$ cat src/rtl/hazard_if.sv
// ID-stage <-> hazard controller bundle: decoded ID fields in, stall/forward selects out.
interface hazard_if #(
    parameter int RA_W  = 5,
    parameter int CNT_W = 16
);
    logic            id_valid;
    logic [RA_W-1:0] id_rs;
    logic [RA_W-1:0] id_rt;
    logic            id_use_rt;
    logic            id_wreg;
    logic            id_m2reg;
    logic [RA_W-1:0] id_dest;
    logic             stall;
    logic [1:0]       fwda;
    logic [1:0]       fwdb;
    logic [CNT_W-1:0] stall_cnt;

    modport master (
        output id_valid, id_rs, id_rt, id_use_rt, id_wreg, id_m2reg, id_dest,
        input  stall, fwda, fwdb, stall_cnt
    );

    modport slave (
        input  id_valid, id_rs, id_rt, id_use_rt, id_wreg, id_m2reg, id_dest,
        output stall, fwda, fwdb, stall_cnt
    );
endinterface

$ cat src/rtl/hazard_ctrl.sv
// Load-use stall and operand forwarding control for a 5-stage pipeline.
// Shadows the destination of the instructions in EXE (slot E) and MEM (slot M).
module hazard_ctrl #(
    parameter int RA_W  = 5,
    parameter int CNT_W = 16
) (
    input  logic     clk,
    input  logic     rst,
    hazard_if.slave  hif
);

    typedef struct packed {
        logic            v;
        logic            wr;
        logic            ld;
        logic [RA_W-1:0] dst;
    } slot_t;

    typedef enum logic [1:0] {
        FWD_RF   = 2'b00,
        FWD_EXE  = 2'b01,
        FWD_MEM  = 2'b10,
        FWD_LOAD = 2'b11
    } fwd_t;

    localparam slot_t            BUBBLE  = '0;
    localparam logic [CNT_W-1:0] CNT_MAX = '1;

    slot_t            e_q, e_d;
    slot_t            m_q, m_d;
    logic [CNT_W-1:0] cnt_q, cnt_d;
    logic             stall;

    // Register 0 is hardwired, so it can never be a forwarding source.
    function automatic logic hit(input slot_t s, input logic [RA_W-1:0] r);
        return s.v & s.wr & (s.dst == r) & (r != '0);
    endfunction

    function automatic fwd_t fwd_sel(input slot_t e, input slot_t m,
                                     input logic [RA_W-1:0] r);
        if (hit(e, r) && !e.ld) return FWD_EXE;
        if (hit(m, r))          return m.ld ? FWD_LOAD : FWD_MEM;
        return FWD_RF;
    endfunction

    // NOTE: every variable written here gets a default first, so no latch can be inferred.
    always_comb begin
        stall = hif.id_valid & e_q.ld &
                (hit(e_q, hif.id_rs) | (hif.id_use_rt & hit(e_q, hif.id_rt)));

        hif.fwda = fwd_sel(e_q, m_q, hif.id_rs);
        hif.fwdb = FWD_RF;
        if (hif.id_use_rt) hif.fwdb = fwd_sel(e_q, m_q, hif.id_rt);

        e_d = BUBBLE;
        if (!stall) begin
            e_d.v   = hif.id_valid;
            e_d.wr  = hif.id_wreg;
            e_d.ld  = hif.id_m2reg;
            e_d.dst = hif.id_dest;
        end
        m_d = e_q;

        cnt_d = cnt_q;
        if (stall && cnt_q != CNT_MAX) cnt_d = cnt_q + CNT_W'(1);
    end

    // NOTE: sequential state uses non-blocking assignments so all flops update together.
    always_ff @(posedge clk) begin
        if (rst) begin
            e_q   <= BUBBLE;
            m_q   <= BUBBLE;
            cnt_q <= '0;
        end else begin
            e_q   <= e_d;
            m_q   <= m_d;
            cnt_q <= cnt_d;
        end
    end

    assign hif.stall     = stall;
    assign hif.stall_cnt = cnt_q;

endmodule

$ cat src/flat_wrapper.sv
// flat-port wrapper written by rule: the top's interface ports become plain ports
module hazard_ctrl_flat 
#(
    parameter int RA_W  = 5,
    parameter int CNT_W = 16
)
  (clk, rst, hif_id_valid, hif_id_rs, hif_id_rt, hif_id_use_rt, hif_id_wreg, hif_id_m2reg, hif_id_dest, hif_stall, hif_fwda, hif_fwdb, hif_stall_cnt);
  hazard_if #(.RA_W(RA_W), .CNT_W(CNT_W)) hif_i ();
  input  logic clk;
  input  logic rst;
  input wire logic [$bits(hif_i.id_valid)-1:0] hif_id_valid;
  input wire logic [$bits(hif_i.id_rs)-1:0] hif_id_rs;
  input wire logic [$bits(hif_i.id_rt)-1:0] hif_id_rt;
  input wire logic [$bits(hif_i.id_use_rt)-1:0] hif_id_use_rt;
  input wire logic [$bits(hif_i.id_wreg)-1:0] hif_id_wreg;
  input wire logic [$bits(hif_i.id_m2reg)-1:0] hif_id_m2reg;
  input wire logic [$bits(hif_i.id_dest)-1:0] hif_id_dest;
  output wire logic [$bits(hif_i.stall)-1:0] hif_stall;
  output wire logic [$bits(hif_i.fwda)-1:0] hif_fwda;
  output wire logic [$bits(hif_i.fwdb)-1:0] hif_fwdb;
  output wire logic [$bits(hif_i.stall_cnt)-1:0] hif_stall_cnt;
  assign hif_i.id_valid = hif_id_valid;
  assign hif_i.id_rs = hif_id_rs;
  assign hif_i.id_rt = hif_id_rt;
  assign hif_i.id_use_rt = hif_id_use_rt;
  assign hif_i.id_wreg = hif_id_wreg;
  assign hif_i.id_m2reg = hif_id_m2reg;
  assign hif_i.id_dest = hif_id_dest;
  assign hif_stall = hif_i.stall;
  assign hif_fwda = hif_i.fwda;
  assign hif_fwdb = hif_i.fwdb;
  assign hif_stall_cnt = hif_i.stall_cnt;
  hazard_ctrl #(.RA_W(RA_W), .CNT_W(CNT_W)) u_core (.clk(clk), .rst(rst), .hif(hif_i));
endmodule
$ cat config.mk
export PLATFORM = sky130hd
export DESIGN_NAME = hazard_ctrl_flat
export DESIGN_NICKNAME = d
export VERILOG_FILES = /design/src/rtl/hazard_if.sv /design/src/rtl/hazard_ctrl.sv /design/src/flat_wrapper.sv
export SDC_FILE = /design/constraint.sdc
export NUM_CORES = 1
export LEC_CHECK = 0
export BUFFER_PORTS_ARGS = -buffer_cell sky130_fd_sc_hd__buf_2
export CORE_AREA = 2 2 60 62
export DETAILED_ROUTE_END_ITERATION = 10
export DIE_AREA = 0 0 62 64
export PLACE_DENSITY_LB_ADDON = 0.25
export SLEW_MARGIN = 10
export SYNTH_ARGS = -nofsm -noshare
export SYNTH_HDL_FRONTEND = slang
export SYNTH_SLANG_ARGS = --single-unit
$ cat constraint.sdc
create_clock -name clk -period 3.96 [get_ports clk]
set_input_delay 0.396 -clock clk [delete_from_list [all_inputs] [get_ports clk]]
set_output_delay 0.396 -clock clk [all_outputs]
set_load 0.1 [all_outputs]
==> results.sh, run 1 <==
export IMPL_clock_sinks=32
export IMPL_gp_congestion=0.866
export IMPL_synthesis_nets=195
export IMPL_grtUsageMet1_pct=23.1
export IMPL_period_share_pct=64.2
export IMPL_antenna_found_initial=0
export IMPL_syn_to_final_growth_pct=19.7
export IMPL_nets=240
export IMPL_slowest_stage="dfxtp_1"
export IMPL_yosys_area_top_type="dfxtp_1"
export IMPL_postCtsSetupBuffers=0
export IMPL_vias=1343
export IMPL_drv_slew=0
export IMPL_critPathMaxStageDelay_ps=420
export IMPL_timing_rr_start="u_core.e_q[4]"
export IMPL_grt_pass1_vias=1213
export IMPL_arrival_ps=2150
export IMPL_dp_hpwl_mm=2.41
export IMPL_endpoint_kind="output port"
export IMPL_setup_viol=0
export IMPL_p_total_w=0.000579
export IMPL_r2r_cells=6
export IMPL_cts_tree="built"
export IMPL_maxCapViolCount=0
export IMPL_ys_flop_type="dfxtp_1"
export IMPL_clockBufferDepth=2
export IMPL_cts_resized_gates=0
export IMPL_worst_path_buf_inv=1
export IMPL_rows=21
export IMPL_grt_met2_usage_pct=26.0
export IMPL_synth_edff_count=0
export IMPL_skew_ps=4.07
export IMPL_via_per_inst=5.07
export IMPL_crit_fanout=6
export IMPL_hold_buffers=0
export IMPL_finalCriticalPeriod_ps=2540
export IMPL_cp_start_kind="flop"
export IMPL_wl_per_cell_microns=12.2
export IMPL_netlist_area_leader_share_pct=40.8
export IMPL_route_detailed_drc=0
export IMPL_antenna_cells=0
export IMPL_postRouteAntennaNets=0
export IMPL_die_w_microns=62
export IMPL_max_freq_mhz=393
export IMPL_clkTransAtPathRegs_ps=90
export IMPL_synth_commonest_cells="dfxtp_1, xnor2_1, nor2b_1"
export IMPL_syn_area_per_cell_sq_um=9.08
export IMPL_drive_gt1_share_pct=25.6
export IMPL_endpoint="hif_fwda[0]"
export IMPL_p_leak_nw=0.766
export IMPL_numPortBuffers=41
export IMPL_drtIter0Drc=67
export IMPL_cp_top_family="simple AND/OR/NAND/NOR gates"
export IMPL_clock_latency_ps=330
export IMPL_r2r_slack_ps=1910
export IMPL_track_usage_pct=18.0
export IMPL_cellPowerDensity_nw_per_um2=308
export IMPL_cp_startpoint="u_core.e_q[1]"
export IMPL_synth_seq_cells=32
export IMPL_cts_root_buf="clkbuf_4"
export IMPL_rsz0062_at_grt="false"
export IMPL_firstDrtPassIters=4
export IMPL_vdd_drop_max_uv=199
export IMPL_start_util_pct=47.8
export IMPL_synth_area_sq_um=1570
export IMPL_io_pins=42
export IMPL_async_reset_ff_share_pct=0
export IMPL_gr_usage_met3_pct=6.88
export IMPL_hold_viol_final=0
export IMPL_utilization_pct=57.2
export IMPL_status="complete, no violations"
export IMPL_hold_path_class="input pin to flop"
export IMPL_core_area_sq_um=3280
export IMPL_grt_overflow_total=0
export IMPL_ys_warn_count=0
export IMPL_grt_busiest_layer="met2"
export IMPL_yosys_top_cells_area="dfxtp_1, xnor2_1, xor2_1, nor2b_1, and2_1"
export IMPL_yosys_cell_count_top_type="dfxtp_1"
export IMPL_drt_wl_total_mm=3.24
export IMPL_grt_pass1_wl_mm=5.24
export IMPL_reg2reg_to="u_core.hif.stall_cnt[7]"
export IMPL_synthCells=173
export IMPL_synth_seq_area_share_pct=40.8
export IMPL_whs_ps=258
export IMPL_tightest_slew_ps=649
export IMPL_slew_headroom_pct=56.7
export IMPL_crit_cells=6
export IMPL_cts_max_level=2
export IMPL_dieArea_sq_um=3970
export IMPL_grt_max_degree=27
export IMPL_cts_buffers=5
export IMPL_crit_chain="xnor2_1 -> nand4_1 -> nor4_4 -> nor2b_1 -> a21o_1 -> buf_2"
export IMPL_setup_tns_ps=0
export IMPL_die_height_microns=64
export IMPL_synth_distinct_cells=37
export IMPL_criticalPathCategory="flop to output port"
export IMPL_required_ps=3560
==> cell type report <==
| class | instances | area, sq um |
|---|---|---|
| fillers | 312 | 1410 |
| multi-input cells | 135 | 903 |
| flip-flops and latches | 32 | 641 |
| repair buffers | 41 | 205 |
| well taps | 46 | 57.6 |
| clock buffers | 6 | 51.3 |
| inverters | 3 | 11.3 |
| clock inverters | 2 | 10.0 |
==> per-layer routing <==
metal  vias to the layer above  wire length (microns)
met4                         0                     36
met2                        30                   1400
met1                       603                   1640
met3                         5                    159
met5                         -                      0
li1                        705                      -
==> where the power goes <==
| part | internal, W | switching [W] | total (W) |
|---|---|---|---|
| Combinational | 0.0000248 | 0.0000252 | 0.0000500 |
| Sequential | 0.000329 | 0.00000659 | 0.000336 |
| Clock | 0.0000843 | 0.000109 | 0.000193 |
==> layout by cell type, fill, tap and decap left out, types with 4 or more instances in the layout <==
cell type and n:
nor2_1 8, dfxtp_1 32, and2_1 11, buf_2 41, nor2b_1 12, o21ai_0 7
or3_1 7, nand3_1 11, xor2_1 9, a21oi_1 11, or4_1 4, xnor2_1 14
nand4_1 4, clkbuf_4 5, nand2_1 8
==> worst min path at each step <==
stage / from / end / slack, ps / cells past startpoint
floorplan: u_core.e_q[6] / u_core.m_q[6] / 440 / 1
global placement: u_core.e_q[7] / u_core.m_q[7] / 460 / 1
global route: hif_id_dest[4] / u_core.e_q[4] / 240 / 2
CTS: hif_id_dest[4] / u_core.e_q[4] / 240 / 2
finish: hif_id_dest[3] / u_core.e_q[3] / 260 / 2
detailed placement: u_core.e_q[6] / u_core.m_q[6] / 450 / 1
==> kinds of logic (layout without fill, tap and decap cells) <==
kind of cell               Yosys count  count (layout)  synth area share, %
adders and majority gates            1               1                0.797
DFF                                 32              32                 40.8
muxes                                2               2                 1.35
and+or+nand+nor                     79              79                 30.5
AOI/OAI and AO/OA                   30              30                 12.0
xor gates and xnor gates            23              23                 12.8
buffers and inverters                6              52                 1.67
==> per-stage QoR <==
step	instance area (sq um)	worst slack, ps	instances
finish	1880	1420	265
global route	1880	1280	265
CTS	1880	1380	265
detailed placement	1820	1550	257
global placement	1820	1580	257
floorplan	1570	912	173
==> registers in the layout, summed over array words and instances (netlist names) <==
signal and cells:
u_core.hif.stall_cnt 16, u_core.m_q 8, u_core.e_q 8
Power figures use the tool's default switching activity.
==> run 2: changes to the inputs <==
==> constraint.sdc (replaced) <==
create_clock -name clk -period 2.4 [get_ports clk]
set_input_delay 0.24 -clock clk [delete_from_list [all_inputs] [get_ports clk]]
set_output_delay 0.24 -clock clk [all_outputs]
set_load 0.1 [all_outputs]
==> results.sh, run 2 (synthesized netlist as in run 1, its figures left out) <==
export IMPL_status="complete, no violations"
export IMPL_cts_buffers=5
export IMPL_wl_per_cell_microns=12.8
export IMPL_crit_chain="xor2_1 -> nor4_2 -> and4_4 -> o21ai_2 -> inv_1 -> buf_4"
export IMPL_swShare_pct=24.3
export IMPL_antenna_cells=0
export IMPL_switchingPower_w=0.000233
export IMPL_vias=1384
export IMPL_drt_wl_total_mm=3.42
export IMPL_layout_common_cells="buf_2, dfxtp_1, xnor2_1"
export IMPL_final_common_cell="buf_2"
export IMPL_cp_start_kind="flop"
export IMPL_cts_root_buf="clkbuf_4"
export IMPL_grt_pass1_wl_mm=5.73
export IMPL_track_usage_pct=19.4
export IMPL_numPortBuffers=41
export IMPL_clock_sinks=32
export IMPL_skew_ps=7.01
export IMPL_critPathMaxStageDelay_ps=360
export IMPL_cts_tree="built"
export IMPL_cts_max_level=2
export IMPL_drv_slew=0
export IMPL_clockBufferDepth=2
export IMPL_drive_gt1_share_pct=31.1
export IMPL_required_ps=2160
export IMPL_period_share_pct=91.3
export IMPL_grt_overflow_total=0
export IMPL_die_w_microns=62
export IMPL_pwr_share_comb_pct=8.7
export IMPL_setup_tns_ps=0
export IMPL_dp_hpwl_mm=2.55
export IMPL_hold_viol_final=0
export IMPL_max_freq_mhz=456
export IMPL_finalCriticalPeriod_ps=2190
export IMPL_die_height_microns=64
export IMPL_power_frac_clock_pct=33.3
export IMPL_maxCapViolCount=0
export IMPL_grt_pass1_vias=1292
export IMPL_crit_fanout=5
export IMPL_p_seq_share_pct=58.0
export IMPL_whs_ps=108
export IMPL_largest_reg_flops=16
export IMPL_tightest_slew_ps=491
export IMPL_clkTransAtPathRegs_ps=100
export IMPL_power_internal_w=0.000724
export IMPL_start_util_pct=47.8
export IMPL_p_leak_nw=0.787
export IMPL_io_pins=42
export IMPL_endpoint_kind="output port"
export IMPL_nets=243
export IMPL_clock_latency_ps=330
export IMPL_syn_to_final_growth_pct=23.5
export IMPL_rows=21
export IMPL_route_detailed_drc=0
export IMPL_grt_max_degree=27
export IMPL_arrival_ps=1950
export IMPL_slowest_stage="dfxtp_1"
export IMPL_drtIter0Drc=73
export IMPL_via_per_inst=5.16
export IMPL_criticalPathCategory="flop to output port"
export IMPL_cellPowerDensity_nw_per_um2=493
export IMPL_rsz0062_at_grt="false"
export IMPL_postRouteAntennaNets=0
export IMPL_hold_path_class="input pin to flop"
export IMPL_vdd_drop_max_uv=341
export IMPL_core_area_sq_um=3280
export IMPL_antenna_found_initial=0
export IMPL_dieArea_sq_um=3970
export IMPL_slew_headroom_pct=67.5
export IMPL_gp_congestion=0.848
export IMPL_firstDrtPassIters=4
export IMPL_setup_viol=0
[run 2: changes by cell type in the layout (fill, tap and decap cells not counted), sizes merged]
cell    previous run  this run
clkbuf             6         7
buf               41        43
[run 2: power groups by stage]
stage / registers (W) / logic [W] / clock network, W
after floorplan: 0.000564 / 0.0000496 / 0
after global placement: 0.000566 / 0.0000821 / 0
after detailed placement: 0.000567 / 0.0000836 / 0
after CTS: 0.000554 / 0.0000840 / 0.000333
after global routing: 0.000556 / 0.0000919 / 0.000362
final: 0.000554 / 0.0000832 / 0.000319
[run 2: what timing repair did]
| action | 4_1_cts | 5_1_grt |
|---|---|---|
| resized for setup | 1 | 3 |
| pin swaps | 0 | 1 |
| hold buffers | 0 | 0 |
| endpoints found under the setup margin | 1 | 3 |
| setup buffers | 0 | 2 |
[run 2: worst max-delay path: cells and delay by family, from the launching register on]
kind | cells | cell delay (ps)
AOI/OAI and AO/OA | 1 | 90
xor gates and xnor gates | 1 | 190
buffers and inverters | 2 | 340
DFF | 1 | 360
and+or+nand+nor | 2 | 650
[run 2: stage by stage]
stage	util [%]	power [W]	cell area, sq um	worst slack [ps]	instances
final	59.0	0.000956	1940	208	268
after global routing	59.0	0.00101	1940	35.7	268
after CTS	58.4	0.000971	1920	31.7	266
after detailed placement	56.5	0.000650	1860	327	258
after global placement	56.5	0.000648	1860	352	258
after floorplan	-	0.000613	1590	8.57	173
[run 2: final cells by class]
class,instances,area [sq um]
Clock inverter,2,10.0
Multi-Input combinational cell,135,908
Clock buffer,6,51.3
Tap cell,46,57.6
Fill cell,326,1350
Sequential cell,32,651
Inverter,3,11.3
Timing Repair Buffer,44,250
[run 2: final timing paths]
path / to / slack (ps) / start / cells after the start
setup reg to reg: u_core.hif.stall_cnt[7] / 310 / u_core.e_q[4] / 9
hold / removal: u_core.e_q[2] / 110 / hif_id_dest[2] / 2
hold reg to reg: u_core.m_q[7] / 470 / u_core.e_q[7] / 1
setup / recovery: hif_stall / 210 / u_core.e_q[4] / 6
[run 2: routing by layer]
metal / global-route usage (%) / part of all wire, %
met5: 0 / 0
met4: 6.38 / 1.1
met3: 5.87 / 5.1
met2: 30.1 / 47
met1: 25.0 / 47
